File: config.mk
export PLATFORM = sky130hd
export DESIGN_NAME = alu_issue_ctrl
export DESIGN_NICKNAME = d
export VERILOG_FILES = /design/src/rtl/alu_issue_ctrl.sv
export SDC_FILE = /design/constraint.sdc
export NUM_CORES = 1
export LEC_CHECK = 0
export ABC_AREA = 1
export CORE_UTILIZATION = 46
export DETAILED_ROUTE_END_ITERATION = 12
export GPL_TIMING_DRIVEN = 0
export PLACE_DENSITY = 0.81
export SYNTH_ARGS = -nofsm -noshare
export SYNTH_HDL_FRONTEND = slang
export SYNTH_SLANG_ARGS = --single-unit
File: constraint.sdc
create_clock -name clk -period 1.9 [get_ports clk]
set_input_delay 0.38 -clock clk [delete_from_list [all_inputs] [get_ports clk]]
set_output_delay 0.38 -clock clk [all_outputs]
set_load 0.02 [all_outputs]
File: src/rtl/alu_issue_ctrl.sv
// Issue controller: one op/cycle to ALU or iterative mul/div, issue 1 cycle after accept, mul/div wb MD_LATENCY after md_go.
// Backpressure: in_ready drops on mul/div structural, RAW, WAW and write-port collision hazards.
module alu_issue_ctrl #(
  parameter int MD_LATENCY = 8
) (
  input  logic       clk,
  input  logic       reset,
  input  logic       in_valid,
  output logic       in_ready,
  input  logic [9:0] in_opcode,
  input  logic [6:0] in_funct7,
  input  logic [4:0] in_rs1,
  input  logic [4:0] in_rs2,
  input  logic [4:0] in_rd,
  input  logic       in_uses_rs2,
  output logic       alu_go,
  output logic [9:0] alu_opcode,
  output logic [6:0] alu_funct7,
  output logic [4:0] alu_rs1,
  output logic [4:0] alu_rs2,
  output logic [4:0] alu_rd,
  output logic       md_go,
  output logic       wb_en,
  output logic       wb_sel,
  output logic [4:0] wb_rd,
  output logic       busy
);

  typedef enum logic [1:0] {S_IDLE, S_MD_BUSY, S_MD_WB} state_t;

  // Counter starts at MD_LATENCY in the md_go cycle so it reads 1 in the cycle before writeback.
  localparam logic [5:0] LP_CNT_INIT = 6'(MD_LATENCY);

  state_t     r_state;
  state_t     w_state_nxt;
  logic [5:0] r_cnt;
  logic [4:0] r_md_rd;
  logic       r_alu_go;
  logic       r_md_go;
  logic [9:0] r_alu_opcode;
  logic [6:0] r_alu_funct7;
  logic [4:0] r_alu_rs1;
  logic [4:0] r_alu_rs2;
  logic [4:0] r_alu_rd;

  logic w_long;
  logic w_raw;
  logic w_waw;
  logic w_stall;
  logic w_accept;

  assign w_long = ((in_opcode[6:0] == 7'h33) || (in_opcode[6:0] == 7'h3b)) &&
                  (in_funct7 == 7'b0000001);
  assign w_raw  = (r_md_rd != 5'd0) &&
                  ((in_rs1 == r_md_rd) || (in_uses_rs2 && (in_rs2 == r_md_rd)));
  assign w_waw  = (in_rd != 5'd0) && (in_rd == r_md_rd);
  assign w_stall = (r_state == S_MD_BUSY) &&
                   (w_long || w_raw || w_waw || (r_cnt == 6'd1));
  assign w_accept = in_valid && in_ready;

  always_ff @(posedge clk) begin
    if (reset) begin
      r_state <= S_IDLE;
    end else begin
      r_state <= w_state_nxt;
    end
  end

  always_comb begin
    w_state_nxt = r_state;
    case (r_state)
      S_IDLE:    if (w_accept && w_long) w_state_nxt = S_MD_BUSY;
      S_MD_BUSY: if (r_cnt == 6'd1) w_state_nxt = S_MD_WB;
      S_MD_WB:   w_state_nxt = (w_accept && w_long) ? S_MD_BUSY : S_IDLE;
      default:   w_state_nxt = S_IDLE;
    endcase
  end

  always_comb begin
    in_ready = !reset && !w_stall;
    busy     = (r_state != S_IDLE);
    wb_sel   = (r_state == S_MD_WB);
    wb_rd    = (r_state == S_MD_WB) ? r_md_rd : r_alu_rd;
    wb_en    = ((r_state == S_MD_WB) && (r_md_rd != 5'd0)) ||
               (r_alu_go && (r_alu_rd != 5'd0));
  end

  always_ff @(posedge clk) begin
    if (reset) begin
      r_cnt        <= 6'd0;
      r_md_rd      <= 5'd0;
      r_alu_go     <= 1'b0;
      r_md_go      <= 1'b0;
      r_alu_opcode <= 10'd0;
      r_alu_funct7 <= 7'd0;
      r_alu_rs1    <= 5'd0;
      r_alu_rs2    <= 5'd0;
      r_alu_rd     <= 5'd0;
    end else begin
      r_alu_go <= w_accept && !w_long;
      r_md_go  <= w_accept && w_long;
      if (w_accept) begin
        r_alu_opcode <= in_opcode;
        r_alu_funct7 <= in_funct7;
        r_alu_rs1    <= in_rs1;
        r_alu_rs2    <= in_rs2;
        r_alu_rd     <= in_rd;
      end
      if (w_accept && w_long) begin
        r_md_rd <= in_rd;
        r_cnt   <= LP_CNT_INIT;
      end else if (r_state == S_MD_BUSY) begin
        r_cnt <= r_cnt - 6'd1;
      end
    end
  end

  assign alu_go     = r_alu_go;
  assign md_go      = r_md_go;
  assign alu_opcode = r_alu_opcode;
  assign alu_funct7 = r_alu_funct7;
  assign alu_rs1    = r_alu_rs1;
  assign alu_rs2    = r_alu_rs2;
  assign alu_rd     = r_alu_rd;

  a_wb_exclusive: assert property (@(posedge clk) disable iff (reset)
    !(r_alu_go && (r_state == S_MD_WB)));

endmodule

==> results by group, run 1 <==
Setup path
  • Setup Crit Path Kind: flip-flop to primary output
  • CP cell instances: buf_6, inv_2, nand2_1, nand2_1, nor2_2, nand3_1, nand2_1, nand2_2, nand2_2, a21oi_4, buf_6
  • CP max FO: 8
  • Required @ worst endpoint: roughly 1500 ps
  • Worst path depth: 11
  • CP endpoint kind: primary output
  • Arr. time, crit path: approximately 1500 ps
  • Startpoint Class: flip-flop
  • Buf/Inv on CP: 3
  • R2r worst-path depth: 14
  • Largest delay share family, worst path: simple AND/OR/NAND/NOR gates
  • CP max stage delay: 330 ps
  • Most Frequent Cell on Critical Path: nand2_1
  • Critical-path top delay cell: dfxtp_2

Yosys
  • Net Count, Synth: 358
  • Syn avg cell area: roughly 7.4 µm²
  • Largest area contributor in the netlist: dfxtp_1
  • Synth Register Bits: between 40 and 50
  • Synth top area share: 0.3975
  • Sequential-to-total area share from yosys stat: 0.3975
  • Ys flop type: dfxtp_1
  • Yosys warnings: 0
  • Ys async rst share: 0
  • Mapped Area: 2367 µm²
  • Post-synth EDFFs: 0
  • Post-synth cell types: 29
  • Area contributors post-synth: dfxtp_1 (40%), nand2_1 (14%), nand3_1 (8.5%)
  • Synth Instances: 320

Clocking
  • CTS max path bufs: 2
  • Clock Sinks: 47
  • CTS tree: built
  • Worst-Skew Late Latency: around 290 ps
  • Worst-path clk slew: approximately 90 ps
  • H-Tree Depth: 2
  • Root Buffer: clkbuf_8
  • CTS Buf Count: 5
  • Post-CTS Hold Fix Bufs: 0

Cells and area
  • Most common cell after layout, fill and taps aside: nand2_1
  • Ant. Diodes: 0
  • Commonest cells after routing, fill and taps aside: nand2_1 (84), dfxtp_1 (41), clkdlybuf4s50_1 (40), nand3_1 (39), nor2_1 (25)
  • # nets final: roughly 450
  • Layout cells sized above 1: 0.2336
  • Fillers: roughly 400
  • Area added between synthesis and finish: 44.61%
  • Final Util: 0.7061

Timing
  • Fmax: 525.5 MHz
  • Final slew viol count: 0
  • Final worst slack: -3.018 ps
  • RSZ-0062 raised after global routing: true
  • Count of final setup violators: 1
  • Slew at the pin closest to its max-slew limit: between 700 and 800 ps
  • Final period utilization: 1.002
  • Relative slew slack: 0.5104
  • Clock skew: approximately 9.4 ps
  • Total Neg Setup Slack: -3.018 ps
  • Final Hold Vio Count: 0
  • Period minus WS final: 1903 ps

Placement
  • Pre-CTS WS: -998.1 ps
  • HPWL after DPL: 4529 µm
  • Final Wtd Congestion: between 0.8 and 0.9
  • IO buf count: 77

Global routing
  • Overflow after GRT: 0
  • Largest net degree at the start of global routing: 14
  • Tot GR Track Use: 0.2346
  • Vias in the first global route: between 2000 and 2500
  • Initial antenna violation count: 0
  • First-pass GRT wire length: approximately 9800 µm

Detailed routing
  • Met3 WL: about 350 µm
  • DR top layer: met4
  • Avg Vias per Cell: about 4.9
  • Met2 wire length: 2936 µm
  • Final ANT Viol Nets: 0
  • Routed len/inst: about 13 µm
  • Routed vias: 2356
  • M1 wire length: ~2700 µm
  • Initial DRC count: approximately 170
  • Final wirelength: 6102 µm
  • DRC viols: 0
  • 1st-pass router iterations: 4

Floorplan
  • Core box area: ~4800 µm²
  • Die H: about 74 µm
  • Chip width: 73.74 µm
  • Row count: 25
  • Initial Utilization: 0.4883
  • # IOs: a little under 80
  • Die Area: ~5400 µm²

Power
  • PwrDens: about 640 nW/µm²
  • Max IR drop VDD: 0.4095 mV
  • Lkg Pwr: roughly 1.6 nW

Run status
  • Status: finished with violations
  • Violated checks: negative setup slack

Min path
  • HP Class: primary input to flip-flop
  • Hold Path Stages: 3

Run
  • Max-cap violations: 0
## Yosys cell counts (all sizes together), types with 2 or more instances
library cell   n
dfxtp         47
o21ai         27
clkbuf         6
nor3           4
inv           36
xnor2          4
nand3         58
ha             2
nor2          30
a21oi          2
nand4          5
buf            7
nand2         88
## flip-flops by register name (all words and copies together), names as in the netlist, 2 cells and up
register / count
r_state: 2
alu_rd: 5
alu_rs1: 5
alu_opcode: 10
alu_rs2: 5
r_md_rd: 5
r_cnt: 6
alu_funct7: 7
## logic make-up (layout without fill, tap and decap cells)
kind of cell,after synthesis,count (layout),share of synthesized area
simple gates,186,186,0.3842
flops,47,47,0.3975
compound gates,30,30,0.09355
buf+inv,50,141,0.09566
xor+xnor,5,5,0.01850
fa+ha+maj,2,2,0.01057
## repair_timing
| action | CTS | global route |
|---|---|---|
| gates resized for setup | 45 | 43 |
| setup endpoints to repair | 19 | 50 |
| buffers inserted | 3 | 4 |
| pin swaps | 5 | 14 |
## area by class of cell
| type | count | area, µm² | share of cell area |
|---|---|---|---|
| buffer | 12 | 86.33 | 0.02522 |
| clock buffer | 8 | 100.1 | 0.02924 |
| inverter | 37 | 138.9 | 0.04057 |
| multi-input combinational | 223 | 1239 | 0.3618 |
| sequential | 47 | 953.4 | 0.2785 |
| tap | 67 | 83.83 | 0.02449 |
| timing repair buffer | 84 | 822.0 | 0.2401 |
## worst reg2reg max path, stage by stage, from the launching register on
cell and delay, ps:
dfxtp_2 330, buf_6 120, inv_2 40, nand2_1 50, nand2_1 60, nor2_2 110, nand3_1 70, nand2_1 90
nand2_2 50, nand2_2 90, buf_4 120, nand2_2 70, nand3_4 170, buf_4 250, o21ai_2 70
## path summary, 6_finish.rpt
path | startpoint | slack, ps | end
setup / recovery | r_md_rd[4] | -3 | in_ready
hold reg to reg | alu_funct7[6] | 470 | alu_funct7[6]
hold / removal | in_opcode[6] | 380 | alu_opcode[6]
setup reg to reg | r_md_rd[4] | 130 | alu_rs2[3]
## stage by stage
| step | total power, mW | area (µm²) | instances | hold WS (ps) |
|---|---|---|---|---|
| floorplan | 1.316 | 2367 | 320 | 490.5 |
| global placement | 1.545 | 3222 | 464 | 449.8 |
| detailed placement | 1.551 | 3222 | 464 | 459.5 |
| CTS | 2.193 | 3353 | 475 | 472.3 |
| global route | 2.266 | 3423 | 478 | 383.6 |
| finish | 2.176 | 3423 | 478 | 382.6 |
## layer usage
layer / track usage / vias up
li1: - / 1204
met1: 0.2922 / 1070
met2: 0.4037 / 76
met3: 0.04527 / 6
met4: 0.07906 / 0
met5: 0 / -
## power by group
part	internal, mW	switching, mW
Clock	0.333	0.326
Sequential	1.03	0.0344
Combinational	0.208	0.243
Total	1.57	0.604
Power figures use the tool's default switching activity.
==> run 2: changes to the inputs <==
MAX_ROUTING_LAYER = met4   (was not set)
RECOVER_POWER = 25   (was not set)
SKIP_LAST_GASP = 1   (was not set)
==> results by group, run 2 (same netlist as run 1, synthesis figures left out) <==
Cells and area
  • Commonest cells after routing, fill and taps aside: nand2_1 (84), dfxtp_1 (41), nand3_1 (39), nor2_1 (26), dlymetal6s2s_1 (22)
  • Final Util: 0.7112
  • Area added between synthesis and finish: 45.67%
  • # nets final: approximately 450
  • Max reg flops: 10
  • Ant. Diodes: 0
  • Layout cells sized above 1: 0.2336
  • Most common cell after layout, fill and taps aside: nand2_1
  • Fillers: about 400

Floorplan
  • Die H: approximately 74 µm
  • Die Area: roughly 5400 µm²
  • Core box area: between 4000 and 5000 µm²
  • Chip width: ~74 µm
  • # IOs: between 70 and 80
  • Row count: 25
  • Initial Utilization: 0.4883

Power
  • Switching Share: 0.2794
  • NetSw: ~0.6 mW
  • Max IR drop VDD: 0.4129 mV
  • Lkg Pwr: 1.722 nW
  • Total Power: 2.174 mW
  • PwrDens: about 630 nW/µm²
  • Combinational power share: 0.205
  • Internal Power: 1.567 mW
  • Clk pwr share: 0.305
  • Reg power frac: 0.490

Setup path
  • CP max stage delay: roughly 330 ps
  • R2r worst-path depth: 15
  • CP cell instances: buf_6, inv_2, nand2_1, nand2_1, nor2_2, nand3_1, nand2_1, nand2_2, nand2_2, a21oi_4, buf_6
  • Setup Crit Path Kind: flip-flop to primary output
  • CP endpoint kind: primary output
  • Worst path depth: 11
  • Startpoint Class: flip-flop
  • R2r setup slk: around 40 ps
  • CP max FO: 8
  • Buf/Inv on CP: 3
  • Critical-path top delay cell: dfxtp_2
  • Most Frequent Cell on Critical Path: nand2_1
  • Arr. time, crit path: between 1500 and 2000 ps
  • Required @ worst endpoint: 1520 ps
  • Largest delay share family, worst path: simple AND/OR/NAND/NOR gates

Timing
  • Final period utilization: 1.011
  • Worst hold slack: 377.4 ps
  • Final slew viol count: 0
  • Total Neg Setup Slack: -20.43 ps
  • Count of final setup violators: 1
  • Period minus WS final: around 1900 ps
  • Clock skew: between 9 and 10 ps
  • Fmax: 520.7 MHz
  • Slew at the pin closest to its max-slew limit: between 700 and 800 ps
  • Final Hold Vio Count: 0
  • RSZ-0062 raised after global routing: true
  • Final worst slack: -20.43 ps
  • Relative slew slack: 0.5113

Detailed routing
  • Initial DRC count: between 150 and 200
  • Final ANT Viol Nets: 0
  • Routed vias: between 2000 and 2500
  • Final wirelength: just over 6000 µm
  • Routed len/inst: ~13 µm
  • Avg Vias per Cell: 4.946
  • DRC viols: 0
  • 1st-pass router iterations: 4

Clocking
  • CTS tree: built
  • Root Buffer: clkbuf_8
  • CTS max path bufs: 2
  • CTS Buf Count: 5
  • Worst-Skew Late Latency: about 300 ps
  • Clock Sinks: 47
  • H-Tree Depth: 2
  • Worst-path clk slew: about 90 ps

Global routing
  • Largest net degree at the start of global routing: 14
  • Tot GR Track Use: 0.2427
  • Overflow after GRT: 0
  • Initial antenna violation count: 0
  • First-pass GRT wire length: 9887 µm
  • Vias in the first global route: about 2200

Placement
  • Final Wtd Congestion: roughly 0.83
  • HPWL after DPL: approximately 4500 µm
  • Pre-CTS WS: -998.1 ps
  • IO buf count: 77

Run status
  • Status: finished with violations
  • Violated checks: negative setup slack

Run
  • Max-cap violations: 0

Min path
  • HP Class: primary input to flip-flop
  • Hold Path Stages: 3
==> run 2: path summary, 6_finish.rpt <==
path	startpoint	end
max reg2reg	r_md_rd[4]	r_md_rd[0]
min reg2reg	alu_funct7[5]	alu_funct7[5]
min	in_rs1[4]	alu_rs1[4]
max	r_md_rd[4]	in_ready
==> run 2: final cells by class <==
| type | instances | area (µm²) | area share |
|---|---|---|---|
| plain buffers | 12 | 86.33 | 0.02504 |
| clock buffers | 8 | 100.1 | 0.02903 |
| inverters | 37 | 138.9 | 0.04028 |
| multi-input cells | 223 | 1236 | 0.3585 |
| flip-flops and latches | 47 | 950.9 | 0.2758 |
| well taps | 67 | 83.83 | 0.02431 |
| repair buffers | 84 | 852.1 | 0.2471 |
==> run 2: power by group through the flow <==
stage	Clock [mW]	Sequential (mW)	Combinational [mW]
2_1_floorplan	0	1.15	0.168
3_3_place_gp	0	1.09	0.455
3_5_place_dp	0	1.09	0.460
4_1_cts	0.668	1.07	0.460
5_1_grt	0.708	1.07	0.480
6_report	0.663	1.07	0.445
==> run 2: stage by stage <==
step | area [µm²] | cells
final | 3448 | 478
after global routing | 3448 | 478
after CTS | 3362 | 475
after detailed placement | 3222 | 464
after global placement | 3222 | 464
after floorplan | 2367 | 320
==> run 2: metal layers <==
layer  vias to the layer above  track usage  routed length (µm)
met5                         -            -                   0
met4                         0      0.07906                 134
met3                        13      0.04390                 371
met2                        80       0.4047                2975
met1                      1069       0.2956                2733
li1                       1202            -                   -
==> run 2: worst register-to-register path: stages, from the launching register on <==
cell and delay, ps:
dfxtp_2 330, buf_6 130, inv_2 50, nand2_1 40, nand2_1 70, nor2_2 50
nand3_1 50, nand2_1 70, nand2_2 70, nand2_2 70, buf_4 140, nand2_2 90
nand3_4 140, nor2_1 340, nand2_1 100, nand2_1 70
==> run 2: timing repair <==
item                       4_1_cts  5_1_grt
resized for setup               35       52
setup buffers                    3        4
hold buffers                     0        0
pin swaps                        5       12
setup endpoints to repair       19       50
